--- src/rtl/ks_pkg.sv ---
// Shared helpers for the pipelined Kogge-Stone adder: single-bit prefix cells
// and elaboration-time constants.
package ks_pkg;

    localparam int KS_MAX_LEVELS = 7;

    function automatic logic black_g(input logic g_i, input logic p_i, input logic g_j);
        return g_i | (p_i & g_j);
    endfunction

    function automatic logic black_p(input logic p_i, input logic p_j);
        return p_i & p_j;
    endfunction

    function automatic logic grey_g(input logic g_i, input logic p_i, input logic g_j);
        return g_i | (p_i & g_j);
    endfunction

    function automatic int popcount(input logic [KS_MAX_LEVELS-1:0] v);
        int n;
        n = 0;
        for (int i = 0; i < KS_MAX_LEVELS; i++) begin
            n += int'(v[i]);
        end
        return n;
    endfunction

    function automatic int level_dist(input int k);
        return 32'sd1 <<< (k - 32'sd1);
    endfunction

endpackage

--- src/rtl/ks_prefix_level.sv ---
// One Kogge-Stone prefix level at distance DIST, optionally followed by a
// valid-gated pipeline register that joins the valid/ready chain.
module ks_prefix_level
    import ks_pkg::*;
#(
    parameter int WIDTH   = 32,
    parameter int DIST    = 1,
    parameter bit OPT_REG = 1'b0
) (
    input  logic             clk,
    input  logic             rst,
    input  logic             flush,
    input  logic             in_valid,
    output logic             in_ready,
    input  logic [WIDTH-1:0] in_g,
    input  logic [WIDTH-1:0] in_p,
    input  logic [WIDTH:0]   in_aux,
    output logic             out_valid,
    input  logic             out_ready,
    output logic [WIDTH-1:0] out_g,
    output logic [WIDTH-1:0] out_p,
    output logic [WIDTH:0]   out_aux
);

    logic [WIDTH-1:0] g_s;
    logic [WIDTH-1:0] p_s;

    // Node n already spans DIST bits; nodes below 2*DIST combine with a resolved prefix.
    always_comb begin
        int j;
        g_s = in_g;
        p_s = in_p;
        for (int n = 0; n < WIDTH; n++) begin
            j = (n >= DIST) ? (n - DIST) : 0;
            if (n >= 2 * DIST) begin
                g_s[n] = black_g(in_g[n], in_p[n], in_g[j]);
                p_s[n] = black_p(in_p[n], in_p[j]);
            end else if (n >= DIST) begin
                g_s[n] = grey_g(in_g[n], in_p[n], in_g[j]);
                p_s[n] = 1'b0;
            end else begin
                g_s[n] = in_g[n];
                p_s[n] = in_p[n];
            end
        end
    end

    if (OPT_REG) begin : g_reg
        logic             v_q, v_d, en_s;
        logic [WIDTH-1:0] g_q, g_d, p_q, p_d;
        logic [WIDTH:0]   aux_q, aux_d;

        // Slot loads when empty or when its occupant leaves this cycle.
        always_comb begin
            en_s  = !v_q || out_ready;
            g_d   = g_q;
            p_d   = p_q;
            aux_d = aux_q;
            if (flush) begin
                v_d = 1'b0;
            end else if (en_s) begin
                v_d = in_valid;
            end else begin
                v_d = v_q;
            end
            if (en_s && in_valid) begin
                g_d   = g_s;
                p_d   = p_s;
                aux_d = in_aux;
            end else begin
                g_d   = g_q;
                p_d   = p_q;
                aux_d = aux_q;
            end
        end

        // Stage register.
        always_ff @(posedge clk or posedge rst) begin
            if (rst) begin
                v_q   <= 1'b0;
                g_q   <= '0;
                p_q   <= '0;
                aux_q <= '0;
            end else begin
                v_q   <= v_d;
                g_q   <= g_d;
                p_q   <= p_d;
                aux_q <= aux_d;
            end
        end

        assign in_ready  = en_s;
        assign out_valid = v_q;
        assign out_g     = g_q;
        assign out_p     = p_q;
        assign out_aux   = aux_q;
    end else begin : g_comb
        logic unused_s;
        assign unused_s  = ^{clk, rst, flush};
        assign in_ready  = out_ready;
        assign out_valid = in_valid;
        assign out_g     = g_s;
        assign out_p     = p_s;
        assign out_aux   = in_aux;
    end

endmodule

--- src/rtl/ks_adder_pipe.sv ---
// Pipelined Kogge-Stone adder with valid/ready backpressure, synchronous flush,
// carry-out and signed overflow. Registers follow the levels selected by PIPE_MASK.
module ks_adder_pipe
    import ks_pkg::*;
#(
    parameter int                WIDTH     = 32,
    parameter int                LEVELS    = $clog2(WIDTH),
    parameter logic [LEVELS-1:0] PIPE_MASK = 5'b00100
) (
    input  logic             clk,
    input  logic             rst,
    input  logic             flush,
    input  logic             in_valid,
    output logic             in_ready,
    input  logic [WIDTH-1:0] a,
    input  logic [WIDTH-1:0] b,
    input  logic             cin,
    output logic             out_valid,
    input  logic             out_ready,
    output logic [WIDTH-1:0] sum,
    output logic             cout,
    output logic             ovf
);

    logic             s0_v_q, s0_v_d, s0_en_s, s0_rdy_s, accept_s;
    logic [WIDTH-1:0] s0_g_q, s0_g_d, s0_p_q, s0_p_d;
    logic [WIDTH:0]   s0_aux_q, s0_aux_d;

    logic             out_v_q, out_v_d, out_en_s;
    logic [WIDTH-1:0] sum_q, sum_d;
    logic             cout_q, cout_d, ovf_q, ovf_d;

    logic             fin_v_s;
    logic [WIDTH-1:0] fin_g_s;
    logic [WIDTH:0]   fin_aux_s;
    logic             unused_fin_p_s;

    // Operand capture; cin is folded into the bit-0 generate so G[i] is the full carry out of bit i.
    always_comb begin
        s0_en_s  = !s0_v_q || s0_rdy_s;
        in_ready = s0_en_s && !flush;
        accept_s = in_valid && in_ready;
        s0_g_d   = s0_g_q;
        s0_p_d   = s0_p_q;
        s0_aux_d = s0_aux_q;
        if (flush) begin
            s0_v_d = 1'b0;
        end else if (s0_en_s) begin
            s0_v_d = accept_s;
        end else begin
            s0_v_d = s0_v_q;
        end
        if (accept_s) begin
            s0_p_d    = a ^ b;
            s0_g_d    = a & b;
            s0_g_d[0] = (a[0] & b[0]) | ((a[0] ^ b[0]) & cin);
            s0_aux_d  = {a ^ b, cin};
        end else begin
            s0_g_d   = s0_g_q;
            s0_p_d   = s0_p_q;
            s0_aux_d = s0_aux_q;
        end
    end

    // S0 register.
    always_ff @(posedge clk or posedge rst) begin
        if (rst) begin
            s0_v_q   <= 1'b0;
            s0_g_q   <= '0;
            s0_p_q   <= '0;
            s0_aux_q <= '0;
        end else begin
            s0_v_q   <= s0_v_d;
            s0_g_q   <= s0_g_d;
            s0_p_q   <= s0_p_d;
            s0_aux_q <= s0_aux_d;
        end
    end

    for (genvar k = 1; k <= LEVELS; k++) begin : g_level
        logic             in_v_s, in_rdy_s, out_v_s, out_rdy_s;
        logic [WIDTH-1:0] in_g_s, in_p_s, out_g_s, out_p_s;
        logic [WIDTH:0]   in_aux_s, out_aux_s;

        if (k == 1) begin : g_src
            assign in_v_s   = s0_v_q;
            assign in_g_s   = s0_g_q;
            assign in_p_s   = s0_p_q;
            assign in_aux_s = s0_aux_q;
        end else begin : g_src
            assign in_v_s   = g_level[k-1].out_v_s;
            assign in_g_s   = g_level[k-1].out_g_s;
            assign in_p_s   = g_level[k-1].out_p_s;
            assign in_aux_s = g_level[k-1].out_aux_s;
        end

        if (k == LEVELS) begin : g_snk
            assign out_rdy_s = out_en_s;
        end else begin : g_snk
            assign out_rdy_s = g_level[k+1].in_rdy_s;
        end

        ks_prefix_level #(
            .WIDTH   (WIDTH),
            .DIST    (level_dist(k)),
            .OPT_REG (PIPE_MASK[k-1])
        ) u_level (
            .clk       (clk),
            .rst       (rst),
            .flush     (flush),
            .in_valid  (in_v_s),
            .in_ready  (in_rdy_s),
            .in_g      (in_g_s),
            .in_p      (in_p_s),
            .in_aux    (in_aux_s),
            .out_valid (out_v_s),
            .out_ready (out_rdy_s),
            .out_g     (out_g_s),
            .out_p     (out_p_s),
            .out_aux   (out_aux_s)
        );
    end

    assign s0_rdy_s       = g_level[1].in_rdy_s;
    assign fin_v_s        = g_level[LEVELS].out_v_s;
    assign fin_g_s        = g_level[LEVELS].out_g_s;
    assign fin_aux_s      = g_level[LEVELS].out_aux_s;
    assign unused_fin_p_s = ^g_level[LEVELS].out_p_s;

    // Result stage: carry into bit i is G[i-1] (cin for bit 0); ovf compares carries into and out of the MSB.
    always_comb begin
        out_en_s = !out_v_q || out_ready;
        sum_d    = sum_q;
        cout_d   = cout_q;
        ovf_d    = ovf_q;
        if (flush) begin
            out_v_d = 1'b0;
        end else if (out_en_s) begin
            out_v_d = fin_v_s;
        end else begin
            out_v_d = out_v_q;
        end
        if (out_en_s && fin_v_s) begin
            sum_d  = fin_aux_s[WIDTH:1] ^ {fin_g_s[WIDTH-2:0], fin_aux_s[0]};
            cout_d = fin_g_s[WIDTH-1];
            ovf_d  = fin_g_s[WIDTH-1] ^ fin_g_s[WIDTH-2];
        end else begin
            sum_d  = sum_q;
            cout_d = cout_q;
            ovf_d  = ovf_q;
        end
    end

    // Output register.
    always_ff @(posedge clk or posedge rst) begin
        if (rst) begin
            out_v_q <= 1'b0;
            sum_q   <= '0;
            cout_q  <= 1'b0;
            ovf_q   <= 1'b0;
        end else begin
            out_v_q <= out_v_d;
            sum_q   <= sum_d;
            cout_q  <= cout_d;
            ovf_q   <= ovf_d;
        end
    end

    assign out_valid = out_v_q;
    assign sum       = sum_q;
    assign cout      = cout_q;
    assign ovf       = ovf_q;

endmodule

--- config.mk ---
export PLATFORM = sky130hd
export DESIGN_NAME = ks_adder_pipe
export DESIGN_NICKNAME = d
export VERILOG_FILES = /design/src/rtl/ks_pkg.sv /design/src/rtl/ks_prefix_level.sv /design/src/rtl/ks_adder_pipe.sv
export SDC_FILE = /design/constraint.sdc
export NUM_CORES = 1
export LEC_CHECK = 0
export CAP_MARGIN = 20
export CORE_ASPECT_RATIO = 0.6
export CORE_MARGIN = 8
export CORE_UTILIZATION = 59
export CTS_CLUSTER_SIZE = 40
export DETAILED_ROUTE_END_ITERATION = 7
export HOLD_SLACK_MARGIN = 0.12
export PLACE_DENSITY = 0.95
export SKIP_LAST_GASP = 1
export SLEW_MARGIN = 0
export SYNTH_ARGS = -nofsm -noshare
export SYNTH_HDL_FRONTEND = slang
export SYNTH_SLANG_ARGS = --single-unit
export TNS_END_PERCENT = 20
--- constraint.sdc ---
create_clock -name clk -period 14.7 [get_ports clk]
set_input_delay 2.94 -clock clk [delete_from_list [all_inputs] [get_ports clk]]
set_output_delay 2.94 -clock clk [all_outputs]
set_load 0.02 [all_outputs]
; ---- Word level (Yosys, flattened, before mapping)
; Cells that the tools add are included.
[word_totals]
out_inout_bits = 36
regBits = 224
inputBits = 70
[op_classes]
reduce_logical = 14
mux = 6
n_bitwise = 364
[op_table]
columns = op, count
row1 = $and A1 B1 Y1, 229
row2 = $or A1 B1 Y1, 130
row3 = $xor A32 B32 Y32, 2
row4 = $and A32 B32 Y32, 1
row5 = $mux W1, 6
row6 = $reduce_bool A2 Y1, 3
row7 = $logic_and A1 B1 Y1, 4
row8 = $logic_not A1 Y1, 4
row9 = $logic_or A1 B1 Y1, 3
row10 = $xor A1 B1 Y1, 2

; ---- Longest topological paths before layout
[depth]
depth_word = 8
ltp_mapped = 7
ltp_nobuf = 4

; ---- Modules after synthesis
; A second synthesis with hierarchy kept.
[unflattened]
hier_cells = 1005
area_unflattened_um2 = 11622.4
[by_module_without_submodules]
columns = module, cells_per_inst, instances, seq_area_each_um2, area_per_inst_um2
row1 = ks_adder_pipe, 287, 1, 2527.4, 4724.5
row2 = ks_prefix_level at g_level[3].u_level, 318, 1, 2352.3, 3982.6
row3 = ks_prefix_level at g_level[5].u_level, 100, 1, 0.0, 747.0
row4 = ks_prefix_level at g_level[4].u_level, 100, 1, 0.0, 742.0
row5 = ks_prefix_level at g_level[2].u_level, 100, 1, 0.0, 714.4
row6 = ks_prefix_level at g_level[1].u_level, 100, 1, 0.0, 711.9

; ---- Worst setup path after synthesis
; No wires, ideal clock.
[synth_timing]
path_kind = input-to-output
start = input port out_ready
end = output port in_ready
arrival_time_ns = 3.602
t_required_ns = 11.760
n_path_buf = 1
path_slack_ns = 8.158
path_stages = 3
cell_sequence = and3b_1 clkbuf_1 a21oi_1
[synth_via]
elab_chain_len = 4
[synth_lines]
columns = item, line
row1 = "start, declared", ks_adder_pipe.sv:19  ; input logic out_ready,
row2 = $logic_or A1 B1 Y1, ks_adder_pipe.sv:132  ; out_en_s = !out_v_q || out_ready;
row3 = $logic_or A1 B1 Y1, ks_prefix_level.sv:55  ; en_s = !v_q || out_ready;
row4 = $logic_or A1 B1 Y1, ks_adder_pipe.sv:40  ; s0_en_s = !s0_v_q || s0_rdy_s;
row5 = $logic_and A1 B1 Y1, ks_adder_pipe.sv:41  ; in_ready = s0_en_s && !flush;
row6 = "end, declared", ks_adder_pipe.sv:14  ; output logic in_ready,
; No other way between the ends.

; ---- Worst setup path in the final report
; Same ends and word-level chain as after synthesis.

==> results.yml <==
logic_synthesis:
  synth_top_family_by_area: "compound AO/OA/AOI/OAI gates"
  synth_area_leader_cell: "dfrtp_1"
  synth_xor_area_share_pct: 3.223
  synth_fp_nets: 976
  syn_area_sq_um: 8969
  synthAdderAreaFrac_pct: 4.464
  synthMuxAreaShare_pct: 9.752
  synth-seq-cells: 191
  synth_top_area_share_pct: 53.29
  postSynthAreaPerCell_sq_um: 10.26
  synth_cell_type_count: 33
  yosysSeqAreaShare_pct: 53.29
  synth_ff_type: "dfrtp_1"
  yosysWarningCount: 0
  synth_compound_area_share_pct: 13.38
  synth_area_leaders: "dfrtp_1 53%, nand2_1 9.0%, mux2_4 6.4%, o21ai_0 5.2%, ha_1 4.5%"
  yosys.area_share.simple_pct: 12.75
  synth_edf_count: 0
  async_reset_ff_share_pct: 100.0
  synthCells: 874
grt:
  grt_pass1_vias: 7012
  grt_max_degree: 131
  antenna_found_initial: 0
  grt_pass1_wl_mm: 37.55
  grtUsageTotal_pct: 24.20
  grt_overflow: 0
timing:
  maxSlewViolCount: 0
  rsz0062_at_grt: "false"
  tns_ns: 0
  hold_slack_ns: 0.4813
  slew_headroom_pct: 33.01
  final_hold_viol_count: 0
  setup_viol: 0
  fmax_mhz: 133.1
  fin_skew_ns: 0.01034
  setup_ws_ns: 7.189
  layout_min_cycle_time_ns: 7.511
  tightest_slew_ns: 1.005
  finalCritPeriodShare_pct: 51.09
floorplanning:
  die_w_um: 175.2
  die_area_sq_um: 19530
  dieHeight_um: 111.5
  ios: 106
  start_util_pct: 59.36
  row_count: 35
  core-area_sq_um: 15110
clocking:
  clock-root-buffer: "clkbuf_16"
  cts.sinks: 191
  clk_latency_ns: 0.43
  cts_buffers: 17
  postCtsHoldBufs: 0
  htree_levels: 4
  clk_pin_slew_ns: 0.07
  cts_setup_buffers: 0
  cts_resized: 0
  cts_buffer_depth: 2
  cts_tree: "built"
job:
  maxCapViolCount: 0
routing:
  wire_per_inst_um: 19.97
  ant_nets: 0
  remaining_drc_errors: 0
  routed_wl_mm: 23.33
  via_per_inst: 5.989
  drt-initial-drc-count: 851
  num_vias: 6995
  dr.pass1.iters: 5
setup_path:
  cp.arrival_ns: 4.57
  crit_type: "in -> out"
  startpoint_type: "input pin"
  reg2regPathDepth: 4
  critPathCaptureType: "primary output"
  critPathMaxFanout: 6
  required_ns: 11.76
worst_hold_path:
  hp-class: "reg -> reg"
  whs_path_depth: 2
finish:
  final_util_pct: 70.72
  diodes: 0
  final_layout_size_suffix_gt1_share_pct: 11.30
  mostFrequentLayoutCells: "214 x nand2_1, 191 x dfrtp_1, 105 x clkdlybuf4s50_1"
  nets: 1054
  area_delta_synth_final_pct: 19.13
  final_common_cell: "nand2_1"
placement:
  dpl.hpwl_mm: 16.64
  gp_congestion: 0.9577
  port-buffer-count: 105
  post-place-ws_ns: 7.202
power:
  power.density_nw_per_um2: 150.8
  leakagePower_uw: 0.004885
  peakVddDrop_v: 0.00008493
outcome:
  status: "completed"
## worst max-delay path: stages
cell	delay, ns
clkdlybuf4s50_1	0.54
and3b_1	0.27
a21oi_1	0.19
clkdlybuf4s50_1	0.64
## power breakdown
group          total [uW]  internal, uW  switching [uW]
combinational         414           190             224
clock                 453           242             211
sequential            744           628             116
## area by class of cell
| class | instances | area [sq um] |
|---|---|---|
| Tap cell | 203 | 254.0 |
| Clock inverter | 13 | 126.4 |
| Sequential cell | 191 | 4780 |
| Inverter | 8 | 35.03 |
| Fill cell | 1065 | 4424 |
| Clock buffer | 19 | 442.9 |
| Multi-Input combinational cell | 622 | 3930 |
| Timing Repair Buffer | 112 | 1116 |
## per-layer routing
metal	GRT usage, %	share of wire [%]
met5	0	0
met4	5.681	1.1
met3	8.550	14
met2	33.85	41
met1	35.29	44
## worst paths after layout
kind	startpoint	endpoint	slack [ns]
max	out_ready	in_ready	7.19
min	sum[31]	sum[31]	0.48
max reg2reg	g_level[3].u_level.out_valid	g_level[1].in_p_s[7]	12.48
min reg2reg	sum[31]	sum[31]	0.48
max in group asynchronous	rst	g_level[3].u_level.out_p[16]	10.50
min in group asynchronous	rst	sum[4]	3.01
## stage by stage
stage	area, sq um	cells	power [uW]
finish	10680	1168	1611
global route	10680	1168	1686
CTS	10660	1167	1604
detailed placement	10090	1135	1153
global placement	10090	1135	1129
floorplan	8969	874	962.5
## synth_stat cells (12+ instances only)
| cell | n |
|---|---|
| a21oi_1 | 70 |
| buf_2 | 12 |
| clkbuf_1 | 33 |
| dfrtp_1 | 191 |
| ha_1 | 32 |
| mux2_2 | 27 |
| mux2_4 | 38 |
| nand2_1 | 214 |
| nand4_1 | 20 |
| nor2_1 | 33 |
| o21ai_0 | 93 |
| o31ai_1 | 15 |
| xnor2_1 | 25 |
## state kept, by name (all words and copies together) (netlist names)
name / count
g_level.in_p_s: 32
g_level.in_g_s: 32
g_level.in_aux_s: 1
g_level.in_v_s: 1
g_level.u_level.out_valid: 1
ovf: 1
cout: 1
g_level.u_level.out_p: 24
g_level.u_level.out_aux: 33
sum: 32
g_level.u_level.out_g: 32
out_valid: 1
## kinds of logic after synthesis
| kind of cell | Yosys count |
|---|---|
| XOR/XNOR | 33 |
| flip-flops | 191 |
| AO/OA/AOI/OAI | 210 |
| AND/OR/NAND/NOR | 282 |
| adder cells (fa/ha/maj) | 32 |
| multiplexers | 65 |
| buffers and inverters | 61 |
No activity file was read; power rests on OpenSTA's default activity.
